`config.mk`:
```
export PLATFORM = sky130hd
export DESIGN_NAME = motoro3_line_step_pwm_gen
export DESIGN_NICKNAME = d
export VERILOG_FILES = /design/src/rtl/motoro3_line_step_pwm_gen.sv
export SDC_FILE = /design/constraint.sdc
export NUM_CORES = 1
export LEC_CHECK = 0
export CELL_PAD_IN_SITES_DETAIL_PLACEMENT = 1
export CELL_PAD_IN_SITES_GLOBAL_PLACEMENT = 2
export CORE_ASPECT_RATIO = 0.5
export CORE_MARGIN = 1
export CORE_UTILIZATION = 30
export DETAILED_ROUTE_END_ITERATION = 16
export PLACE_DENSITY = 0.8
export REMOVE_ABC_BUFFERS = 1
export SYNTH_ARGS = -nofsm -noshare
export SYNTH_HDL_FRONTEND = slang
export SYNTH_SLANG_ARGS = --single-unit
export TNS_END_PERCENT = 5
```
`constraint.sdc`:
```
create_clock -name clk -period 4.2 [get_ports clk]
set_clock_uncertainty 0.15 [all_clocks]
set_input_delay 0.84 -clock clk [delete_from_list [all_inputs] [get_ports clk]]
set_output_delay 0.84 -clock clk [all_outputs]
set_load 0.01 [all_outputs]
```
`src/rtl/motoro3_line_step_pwm_gen.sv`:
```
// Motor line step/sub-step sequencer with latched sub-step and PWM lengths.
// Optional MOTORO3_LINE_REVERSE_EN adds m3r_dir (1 = step index counts down).
module motoro3_line_step_pwm_gen #(
    parameter int unsigned STEP_NUM = 12,
    parameter int unsigned PWM_W    = 12
) (
    input  logic             clk,
    input  logic             nRst,
    input  logic             m3r_run,
    input  logic [1:0]       m3r_stepSplitMax,
    input  logic [PWM_W-1:0] m3r_pwmLenWant,
    input  logic [PWM_W-1:0] m3r_pwmMinMask,
    input  logic [15:0]      slLen,
    input  logic [15:0]      plLen,
`ifdef MOTORO3_LINE_REVERSE_EN
    input  logic             m3r_dir,
`endif
    output logic [3:0]       lcStep,
    output logic [1:0]       m3LpwmSplitStep,
    output logic             m3LpwmOut,
    output logic             m3LstepTick
);

    typedef enum logic [1:0] {
        S_IDLE,
        S_LOAD,
        S_RUN
    } state_t;

    state_t           r_state;
    state_t           w_next;
    logic [3:0]       r_step;
    logic [1:0]       r_split;
    logic [15:0]      r_subCnt;
    logic [PWM_W-1:0] r_pwmCnt;
    logic [15:0]      r_slLat;
    logic [15:0]      r_plLat;
    logic             r_pwmOut;
    logic             r_tick;

    logic             w_boundary;
    logic             w_pwmOn;
    logic [PWM_W-1:0] w_wantM1;
    logic [3:0]       w_stepInc;
    logic [3:0]       w_stepDec;
    logic [3:0]       w_stepNext;

    always_comb begin
        w_wantM1   = m3r_pwmLenWant - 1'b1;
        w_boundary = (r_state == S_RUN) && (r_subCnt == (r_slLat - 16'd1));
        w_pwmOn    = (32'(r_pwmCnt) < 32'(r_plLat))
                  && (32'(r_plLat) >= 32'(m3r_pwmMinMask))
                  && (m3r_pwmLenWant != '0);
        w_stepInc  = (r_step == 4'(STEP_NUM - 1)) ? '0 : r_step + 4'd1;
        w_stepDec  = (r_step == '0) ? 4'(STEP_NUM - 1) : r_step - 4'd1;
`ifdef MOTORO3_LINE_REVERSE_EN
        w_stepNext = m3r_dir ? w_stepDec : w_stepInc;
`else
        w_stepNext = w_stepInc;
`endif
    end

    always_comb begin
        w_next = r_state;
        unique case (r_state)
            S_IDLE:  if (m3r_run) w_next = S_LOAD;
            S_LOAD:  w_next = m3r_run ? S_RUN : S_IDLE;
            S_RUN: begin
                if (!m3r_run)       w_next = S_IDLE;
                else if (w_boundary) w_next = S_LOAD;
            end
            default: w_next = S_IDLE;
        endcase
    end

    always_ff @(posedge clk or negedge nRst) begin
        if (!nRst) r_state <= S_IDLE;
        else       r_state <= w_next;
    end

    always_ff @(posedge clk or negedge nRst) begin
        if (!nRst) begin
            r_step   <= '0;
            r_split  <= '0;
            r_subCnt <= '0;
            r_pwmCnt <= '0;
            r_slLat  <= '0;
            r_plLat  <= '0;
            r_pwmOut <= 1'b0;
            r_tick   <= 1'b0;
        end else begin
            r_tick   <= 1'b0;
            r_pwmOut <= 1'b0;
            unique case (r_state)
                S_LOAD: begin
                    // calculator outputs belong to the indices registered last cycle
                    r_slLat  <= (slLen == '0) ? 16'd1 : slLen;
                    r_plLat  <= plLen;
                    r_subCnt <= '0;
                    r_pwmCnt <= '0;
                end
                S_RUN: begin
                    r_subCnt <= r_subCnt + 16'd1;
                    r_pwmCnt <= (r_pwmCnt >= w_wantM1) ? '0 : r_pwmCnt + 1'b1;
                    r_pwmOut <= m3r_run & w_pwmOn;
                    if (w_boundary) begin
                        if (r_split >= m3r_stepSplitMax) begin
                            r_split <= '0;
                            r_step  <= w_stepNext;
                            r_tick  <= 1'b1;
                        end else begin
                            r_split <= r_split + 2'd1;
                        end
                    end
                end
                default: ;
            endcase
        end
    end

    assign lcStep          = r_step;
    assign m3LpwmSplitStep = r_split;
    assign m3LpwmOut       = r_pwmOut;
    assign m3LstepTick     = r_tick;

endmodule

```
==> results of run 1 <==
-- state kept, by name, summed over array words and instances (netlist names) --
| register | flops |
|---|---|
| r_plLat | 16 |
| m3LpwmOut | 1 |
| r_slLat | 16 |
| lcStep | 4 |
| r_pwmCnt | 12 |
| m3LpwmSplitStep | 2 |
| m3LstepTick | 1 |
| r_state | 2 |
| r_subCnt | 16 |
-- kinds of logic after synthesis --
kind of cell	after synthesis	synth area share [%]
AND/OR/NAND/NOR	175	19.84
AO/OA/AOI/OAI	92	12.34
flip-flops	70	36.99
buffers and inverters	57	4.861
adder cells (fa/ha/maj)	47	12.42
XOR/XNOR	41	7.583
multiplexers	25	5.971
-- worst max-delay path by stage --
stage / depth (start not counted) / endpoint / from / slack, ns
after floorplan: 12 / r_pwmCnt[2] / m3r_pwmLenWant[5] / 0.74
after global placement: 14 / r_pwmCnt[2] / m3r_pwmLenWant[3] / 0.18
after detailed placement: 14 / r_pwmCnt[2] / m3r_pwmLenWant[3] / 0.04
after CTS: 14 / r_pwmCnt[8] / m3r_pwmLenWant[3] / 0.35
after global routing: 14 / r_pwmCnt[2] / m3r_pwmLenWant[3] / 0.1
final: 14 / r_pwmCnt[2] / m3r_pwmLenWant[3] / 0.35
-- Yosys cell counts (all sizes together), types with 3 or more instances --
cell type and n:
o311ai 3, o21ai 27, nor3 17, buf 3
a31oi 14, nor2 33, ha 47, nand3 18
and3 11, nand2 40, nor2b 5, nor4 15
nand4 8, mux2i 5, a21oi 20, mux2 20
nand2b 12, a22o 4, xnor2 21, clkbuf 13
xor2 20, dfrtp 70, a21o 6, inv 41
-- worst register-to-register path: stages (launching register included) --
cell and delay, ns:
dfrtp_1 0.43, inv_1 0.08, ha_1 0.30, nand4bb_1 0.13, a211oi_1 0.26, o311ai_0 0.24, nor4_1 0.38, nand3_2 0.13
nor4_4 0.42, and2_4 0.27, mux2_4 0.30
-- metrics by stage --
step                total power, W  instances  cell area (um^2)  utilization (%)  setup slack (ns)
detailed placement        0.002279        766              5628            36.51           0.04437
finish                    0.003051        782              5937            38.51            0.3490
CTS                       0.003111        782              5937            38.51            0.3469
global placement          0.002224        766              5628            36.51            0.1846
floorplan                 0.001865        491              4659                -            0.7375
global route              0.003299        782              5937            38.51           0.09801
-- area by class of cell --
type                    instances  area share, %
inverters                      41          2.592
repair buffers                 71          11.97
clock inverters                 5         0.9484
flip-flops and latches         70          29.50
multi-input cells             380          46.43
clock buffers                  11          4.257
well taps                     204          4.299
-- power groups by stage --
| stage | sequential (W) | clock, W | combinational, W |
|---|---|---|---|
| 6_report | 0.00109 | 0.000805 | 0.00115 |
| 5_1_grt | 0.00113 | 0.000852 | 0.00132 |
| 4_1_cts | 0.00110 | 0.000829 | 0.00118 |
| 3_5_place_dp | 0.00111 | 0 | 0.00117 |
| 3_3_place_gp | 0.00110 | 0 | 0.00113 |
| 2_1_floorplan | 0.00104 | 0 | 0.000828 |
-- metal layers --
metal  up-vias  global-route usage (%)  part of all wire [%]
met4         0                   3.879                  0.99
met5         -                       0                     0
li1       1938                       -                     -
met2        48                   26.33                    47
met3         9                   3.548                   2.2
met1      1904                   19.78                    50
==> metrics.log, run 1 <==
[metrics] FF+latch count, synth: 70
[metrics] setup tns final: 0 ns
[metrics] initial core utilization: 30.72%
[metrics] Hold Fails Final Rpt: 0
[metrics] count of cell types in the netlist: 55
[metrics] commonest register cell after synthesis: dfrtp_1
[metrics] final hold slack: 0.3618 ns
[metrics] number of warnings printed during yosys synthesis: 0
[metrics] DRC viols: 0
[metrics] dominant cells by area after synthesis: dfrtp_1 37%, ha_1 12%, mux2_2 4.3%
[metrics] via count of the first global-routing pass: 4052
[metrics] total via count after detailed routing: 3899
[metrics] cell with the biggest individual delay on the critical path: nor4_1
[metrics] number of inserted filler cells in the final layout: 1768
[metrics] core outline area: 15410 um^2
[metrics] r2r startpoint: r_slLat[0]
[metrics] data required time at the worst endpoint: 4.30 ns
[metrics] number of enable-type register cells in the synthesized netlist: 0
[metrics] crit share post-route: 91.69%
[metrics] Min Clock Period, post-route: 3.851 ns
[metrics] cell leakage power: 2.606 nW
[metrics] post-synthesis cell area: 4736 um^2
[metrics] GPL Wtd Cong: 0.7595
[metrics] Worst setup EP type: register
[metrics] maximum number of pins on one net before global-route repair: 49
[metrics] number of routed nets with antenna violations: 0
[metrics] overall global routing resource usage: 15.46%
[metrics] P&R area growth vs syn: 25.36%
[metrics] maximum clock frequency: 0.2597 GHz
[metrics] biggest cell delay along the critical path: 0.49 ns
[metrics] proportion of power drawn by combinational gates: 37.8%
[metrics] horizontal die dimension: 179.7 um
[metrics] vias per cell: 4.986
[metrics] share of total power consumed by net switching: 38.17%
[metrics] worst path buffer plus inverter count: 2
[metrics] clk slew on worst S/H paths: 0.06 ns
[metrics] DRC marker count from the first detailed-route iteration: 157
[metrics] global-route congestion overflow total: 0
[metrics] clock root cell: clkbuf_16
[metrics] final number of max-transition violations: 0
[metrics] RSZ-0062 raised after global routing: no
[metrics] vertical die dimension: 90.84 um
[metrics] mean routed wirelength per cell: 15.14 um
[metrics] fin nets: 681
[metrics] drt total wl: 11840 um
[metrics] max_slew headroom: 38.58%
[metrics] cell type contributing the most total cell area after synthesis: dfrtp_1
[metrics] Rows: 32
[metrics] first-pass GRT wire length: 20090 um
[metrics] power per standard cell area: 513.9 nW/um^2
[metrics] sequential cell area in the final layout: 1752 um^2
[metrics] cell-internal power: 0.001886 W
[metrics] gate family responsible for the most delay along the worst path: simple AND/OR/NAND/NOR gates
[metrics] part of the power in the clock network: 26.4%
[metrics] CTS tree: done
[metrics] die area: 16320 um^2
[metrics] level count of the clock H-tree: 3
[metrics] Max clock buf depth: 2
[metrics] worst hold path stage count: 1
[metrics] share of the synthesized area in the top cell type: 36.99%
[metrics] detailed-routing iteration count for the pre-antenna-repair pass: 6
[metrics] critical path arrival: 3.95 ns
[metrics] Cells after Synth: 507
[metrics] Ant. Diodes: 0
[metrics] most frequent cells in the layout: 70 x dfrtp_1, 67 x clkdlybuf4s50_1, 46 x ha_1, 41 x inv_1, 40 x nand2_1
[metrics] cell-by-cell listing of the critical path: clkdlybuf4s50_1 -> nor4_1 -> nand2_1 -> nor2_1 -> xnor2_1 -> ha_1 -> and3_1 -> a2111o_1 -> a31oi_1 -> o21ai_0 -> nand2_1 -> buf_12 -> nand2b_1 -> a31oi_1
[metrics] count of cells along the worst register-to-register path: 10
[metrics] layout cells sized above 1: 8.478%
[metrics] quantity of gates resized following cts: 0
[metrics] Final setup violation count: 0
[metrics] R2R Setup Slk: 1.00 ns
[metrics] total clock buffers created by CTS: 9
[metrics] outcome: completed
[metrics] combined area of the multi-input logic cells: 2756 um^2
[metrics] fraction of registers with async set/reset: 100.0%
[metrics] Port Buffer Count: 68
[metrics] number of buffers inserted for hold repair after clock tree synthesis: 0
[metrics] number of antenna violations at the first check in global routing: 0
[metrics] startpoint type of the worst setup path: primary input
[metrics] endpoint of the worst register-to-register path: lcStep[1]
[metrics] hold worst-path end: r_plLat[13]
[metrics] switching pwr: 0.001164 W
[metrics] worst min-delay path startpoint: r_plLat[13]
[metrics] sequential cell area fraction in the yosys report: 36.99%
[metrics] maxcap violations: 0
[metrics] Max Fanout on Critical Path: 19
[metrics] leading cell type in the layout, fill and taps excluded: dfrtp_1
[metrics] Final HPWL DP: 8949 um
[metrics] Worst Tran Pin Value: 0.9213 ns
[metrics] Crit Path Category: primary input to register
[metrics] io pins: 69
[metrics] fraction of power consumed by sequential logic: 35.8%
[metrics] clock network latency to the later pin of the worst-skew pair: 0.34 ns
[metrics] Post CTS Setup Buffer Count: 0
[metrics] Hold/Removal Path Class: register to register
[metrics] Avg Inst Size Synth: 9.341 um^2
[metrics] worst ir drop on vdd: 186.9 uV
[metrics] number of sinks on the clock net: 70
Note: power is estimated with default switching activity, not from simulation.
==> run 2: changes to the inputs <==
--- a/config.mk
+++ b/config.mk
@@ -5,13 +5,12 @@
 export SDC_FILE = /design/constraint.sdc
 export NUM_CORES = 1
 export LEC_CHECK = 0
-export CELL_PAD_IN_SITES_DETAIL_PLACEMENT = 1
-export CELL_PAD_IN_SITES_GLOBAL_PLACEMENT = 2
+export ABC_CLOCK_PERIOD_IN_PS = 4200
 export CORE_ASPECT_RATIO = 0.5
 export CORE_MARGIN = 1
 export CORE_UTILIZATION = 30
 export DETAILED_ROUTE_END_ITERATION = 16
-export PLACE_DENSITY = 0.8
+export PLACE_DENSITY = 0.57
 export REMOVE_ABC_BUFFERS = 1
 export SYNTH_ARGS = -nofsm -noshare
 export SYNTH_HDL_FRONTEND = slang
==> run 2 against run 1 <==
- the run now ends with design-rule violations left
- clock-buffer cell count shrank 2
- clock power shrank 7.6%
- via count shrank 3.7%
- non-clock buffer count grew 1
- core utilization shrank 0.089 points
==> metrics.log, run 2 (synthesized netlist as in run 1, its figures left out) <==
[metrics] share of total power consumed by net switching: 37.57% (-0.60 points)
[metrics] P&R area growth vs syn: 25.07%
[metrics] quantity of gates resized following cts: 0 (unchanged)
[metrics] non-filler cells in the finished layout: 783 (+0.13%)
[metrics] Hold/Removal Path Class: register to register
[metrics] CP Capture Point: r_pwmCnt[9]
[metrics] Final HPWL DP: 7881 um (-12%)
[metrics] power per standard cell area: 499.4 nW/um^2 (-2.8%)
[metrics] Hold Fails Final Rpt: 0 (unchanged)
[metrics] vias per cell: 4.794 (-3.8%)
[metrics] horizontal die dimension: 179.7 um (unchanged)
[metrics] leading cell type in the layout, fill and taps excluded: dfrtp_1
[metrics] total clock buffers created by CTS: 9 (unchanged)
[metrics] RSZ-0062 raised after global routing: no
[metrics] Worst setup EP type: register
[metrics] data required time at the worst endpoint: 4.29 ns (about the same)
[metrics] initial core utilization: 30.72% (unchanged)
[metrics] proportion of power drawn by combinational gates: 38.0% (+0.2 points)
[metrics] number of sinks on the clock net: 70 (unchanged)
[metrics] maxcap violations: 0 (unchanged)
[metrics] most frequent cells in the layout: 70 x dfrtp_1, 67 x clkdlybuf4s50_1, 47 x ha_1, 41 x inv_1, 40 x nand2_1
[metrics] Post CTS Setup Buffer Count: 0 (unchanged)
[metrics] fraction of power consumed by sequential logic: 36.8% (+1.0 points)
[metrics] part of the power in the clock network: 25.2% (-1.2 points)
[metrics] drt total wl: 10280 um (-13%)
[metrics] layout cells sized above 1: 8.463% (-0.015 points)
[metrics] outcome: finished, violations left
[metrics] setup tns final: 0 ns (unchanged)
[metrics] Port Buffer Count: 68 (unchanged)
[metrics] Crit Path Category: primary input to register
[metrics] clk slew on worst S/H paths: 0.06 ns (about the same)
[metrics] count of cells along the worst register-to-register path: 10 (unchanged)
[metrics] overall global routing resource usage: 13.68% (-1.8 points)
[metrics] placed cell count: 767 (+0.13%)
[metrics] detailed-routing iteration count for the pre-antenna-repair pass: 12 (+6)
[metrics] mean routed wirelength per cell: 13.13 um (-13%)
[metrics] io pins: 69 (unchanged)
[metrics] CTS tree: done
[metrics] R2R Setup Slk: 1.11 ns (+0.11 ns)
[metrics] total via count after detailed routing: 3754 (-3.7%)
[metrics] violations in the final reports: design-rule violations
[metrics] crit share post-route: 93.00% (+1.3 points)
[metrics] startpoint type of the worst setup path: primary input
[metrics] number of antenna violations at the first check in global routing: 0 (unchanged)
[metrics] final hold slack: 0.3566 ns (-0.005242 ns)
[metrics] Min Clock Period, post-route: 3.906 ns (+0.05508 ns)
[metrics] GPL Wtd Cong: 0.7693 (+1.3%)
[metrics] max_slew headroom: 31.52% (-7.1 points)
[metrics] cell-internal power: 0.001847 W (-2.1%)
[metrics] core outline area: 15410 um^2 (unchanged)
[metrics] Final setup violation count: 0 (unchanged)
[metrics] Max clock buf depth: 2 (unchanged)
[metrics] level count of the clock H-tree: 3 (unchanged)
[metrics] endpoint of the worst register-to-register path: lcStep[0]
[metrics] Worst Tran Pin Value: 1.027 ns (+0.1059 ns)
[metrics] Max Fanout on Critical Path: 19 (unchanged)
[metrics] critical path arrival: 3.99 ns (+0.04 ns)
[metrics] number of buffers inserted for hold repair after clock tree synthesis: 0 (unchanged)
[metrics] Ant. Diodes: 0 (unchanged)
[metrics] switching pwr: 0.001111 W (-4.6%)
[metrics] first-pass GRT wire length: 18060 um (-10%)
[metrics] cell leakage power: 2.601 nW (-0.17%)
[metrics] DRC viols: 1 (+1)
[metrics] maximum number of pins on one net before global-route repair: 30 (-39%)
[metrics] r2r startpoint: r_slLat[0]
[metrics] CP startpoint: m3r_pwmLenWant[3]
[metrics] largest registers in the final layout: r_plLat: 16 flops, r_slLat: 16 flops, r_subCnt: 16 flops
[metrics] fin nets: 682 (+0.15%)
[metrics] global-route congestion overflow total: 0 (unchanged)
[metrics] final number of max-transition violations: 0 (unchanged)
[metrics] number of routed nets with antenna violations: 0 (unchanged)
[metrics] die area: 16320 um^2 (unchanged)
[metrics] DRC marker count from the first detailed-route iteration: 170 (+8.3%)
[metrics] cell with the biggest individual delay on the critical path: nor4_1
[metrics] maximum clock frequency: 0.2560 GHz (-1.4%)
[metrics] worst ir drop on vdd: 223.1 uV (+19%)
[metrics] clock root cell: clkbuf_16
[metrics] Rows: 32 (unchanged)
[metrics] clock network latency to the later pin of the worst-skew pair: 0.33 ns (about the same)
[metrics] cell-by-cell listing of the critical path: clkdlybuf4s50_1 -> nor4_1 -> nand2_1 -> nor2_1 -> xnor2_1 -> ha_1 -> and3_1 -> a2111o_1 -> a31oi_1 -> o21ai_0 -> nand2_1 -> buf_12 -> nand2b_1 -> a31oi_1
[metrics] biggest cell delay along the critical path: 0.55 ns (+0.06 ns)
[metrics] vertical die dimension: 90.84 um (unchanged)
[metrics] via count of the first global-routing pass: 3790 (-6.5%)
==> run 2: cell count changes in the layout (fill, tap and decap cells not counted) <==
cell / before / now
buf_4: 2 / 3
clkbuf_8: 2 / 0
clkinv_2: 2 / 4
clkinvlp_4: 1 / 2
ha_1: 46 / 47
ha_2: 1 / 0
inv_6: 1 / 0
==> run 2: layout make-up <==
type	count	area, um^2
sequential	70	1752
clock buffer	9	225.2
inverter	41	153.9
tap	204	255.2
multi-input combinational	380	2754
fill	1546	9492
timing repair buffer	72	718.2
clock inverter	7	65.06
==> run 2: metal layers <==
metal / GRT usage, % / vias to the layer above / part of all wire, %
li1: - / 1932 / -
met1: 17.45 / 1773 / 49
met2: 23.31 / 38 / 47
met3: 3.065 / 11 / 2.3
met4: 3.736 / 0 / 1.1
met5: 0 / - / 0
==> run 2: worst min path at each step <==
stage | from | to | slack [ns] | depth (start not counted)
CTS | r_plLat[13] | r_plLat[13] | 0.36 | 1
global route | r_plLat[14] | r_plLat[14] | 0.38 | 1
finish | r_plLat[13] | r_plLat[13] | 0.36 | 1
detailed placement | r_plLat[13] | r_plLat[13] | 0.35 | 1
floorplan | r_plLat[15] | r_plLat[15] | 0.33 | 1
global placement | m3LpwmSplitStep[1] | m3LpwmSplitStep[1] | 0.35 | 1
==> run 2: through the flow <==
| stage | instance area (um^2) | util (%) | total power, W | worst slack, ns |
|---|---|---|---|---|
| floorplan | 4659 | - | 0.001865 | 0.7375 |
| global placement | 5633 | 36.54 | 0.002206 | 0.1370 |
| detailed placement | 5633 | 36.54 | 0.002237 | -0.01792 |
| CTS | 5923 | 38.43 | 0.002999 | 0.2894 |
| global route | 5923 | 38.43 | 0.003206 | 0.02571 |
| finish | 5923 | 38.43 | 0.002958 | 0.2940 |
==> run 2: power groups by stage <==
stage               logic (W)  clock network, W  registers [W]
global route          0.00129          0.000797        0.00112
finish                0.00113          0.000744        0.00109
floorplan            0.000828                 0        0.00104
detailed placement    0.00114                 0        0.00110
CTS                   0.00115          0.000762        0.00109
global placement      0.00111                 0        0.00110
==> run 2: worst max-delay path: cells and delay by family <==
kind / cells / cell delay [ns]
compound gates: 4 / 0.87
simple gates: 6 / 1.28
buf+inv: 2 / 0.60
xor+xnor: 1 / 0.15
fa+ha+maj: 1 / 0.26
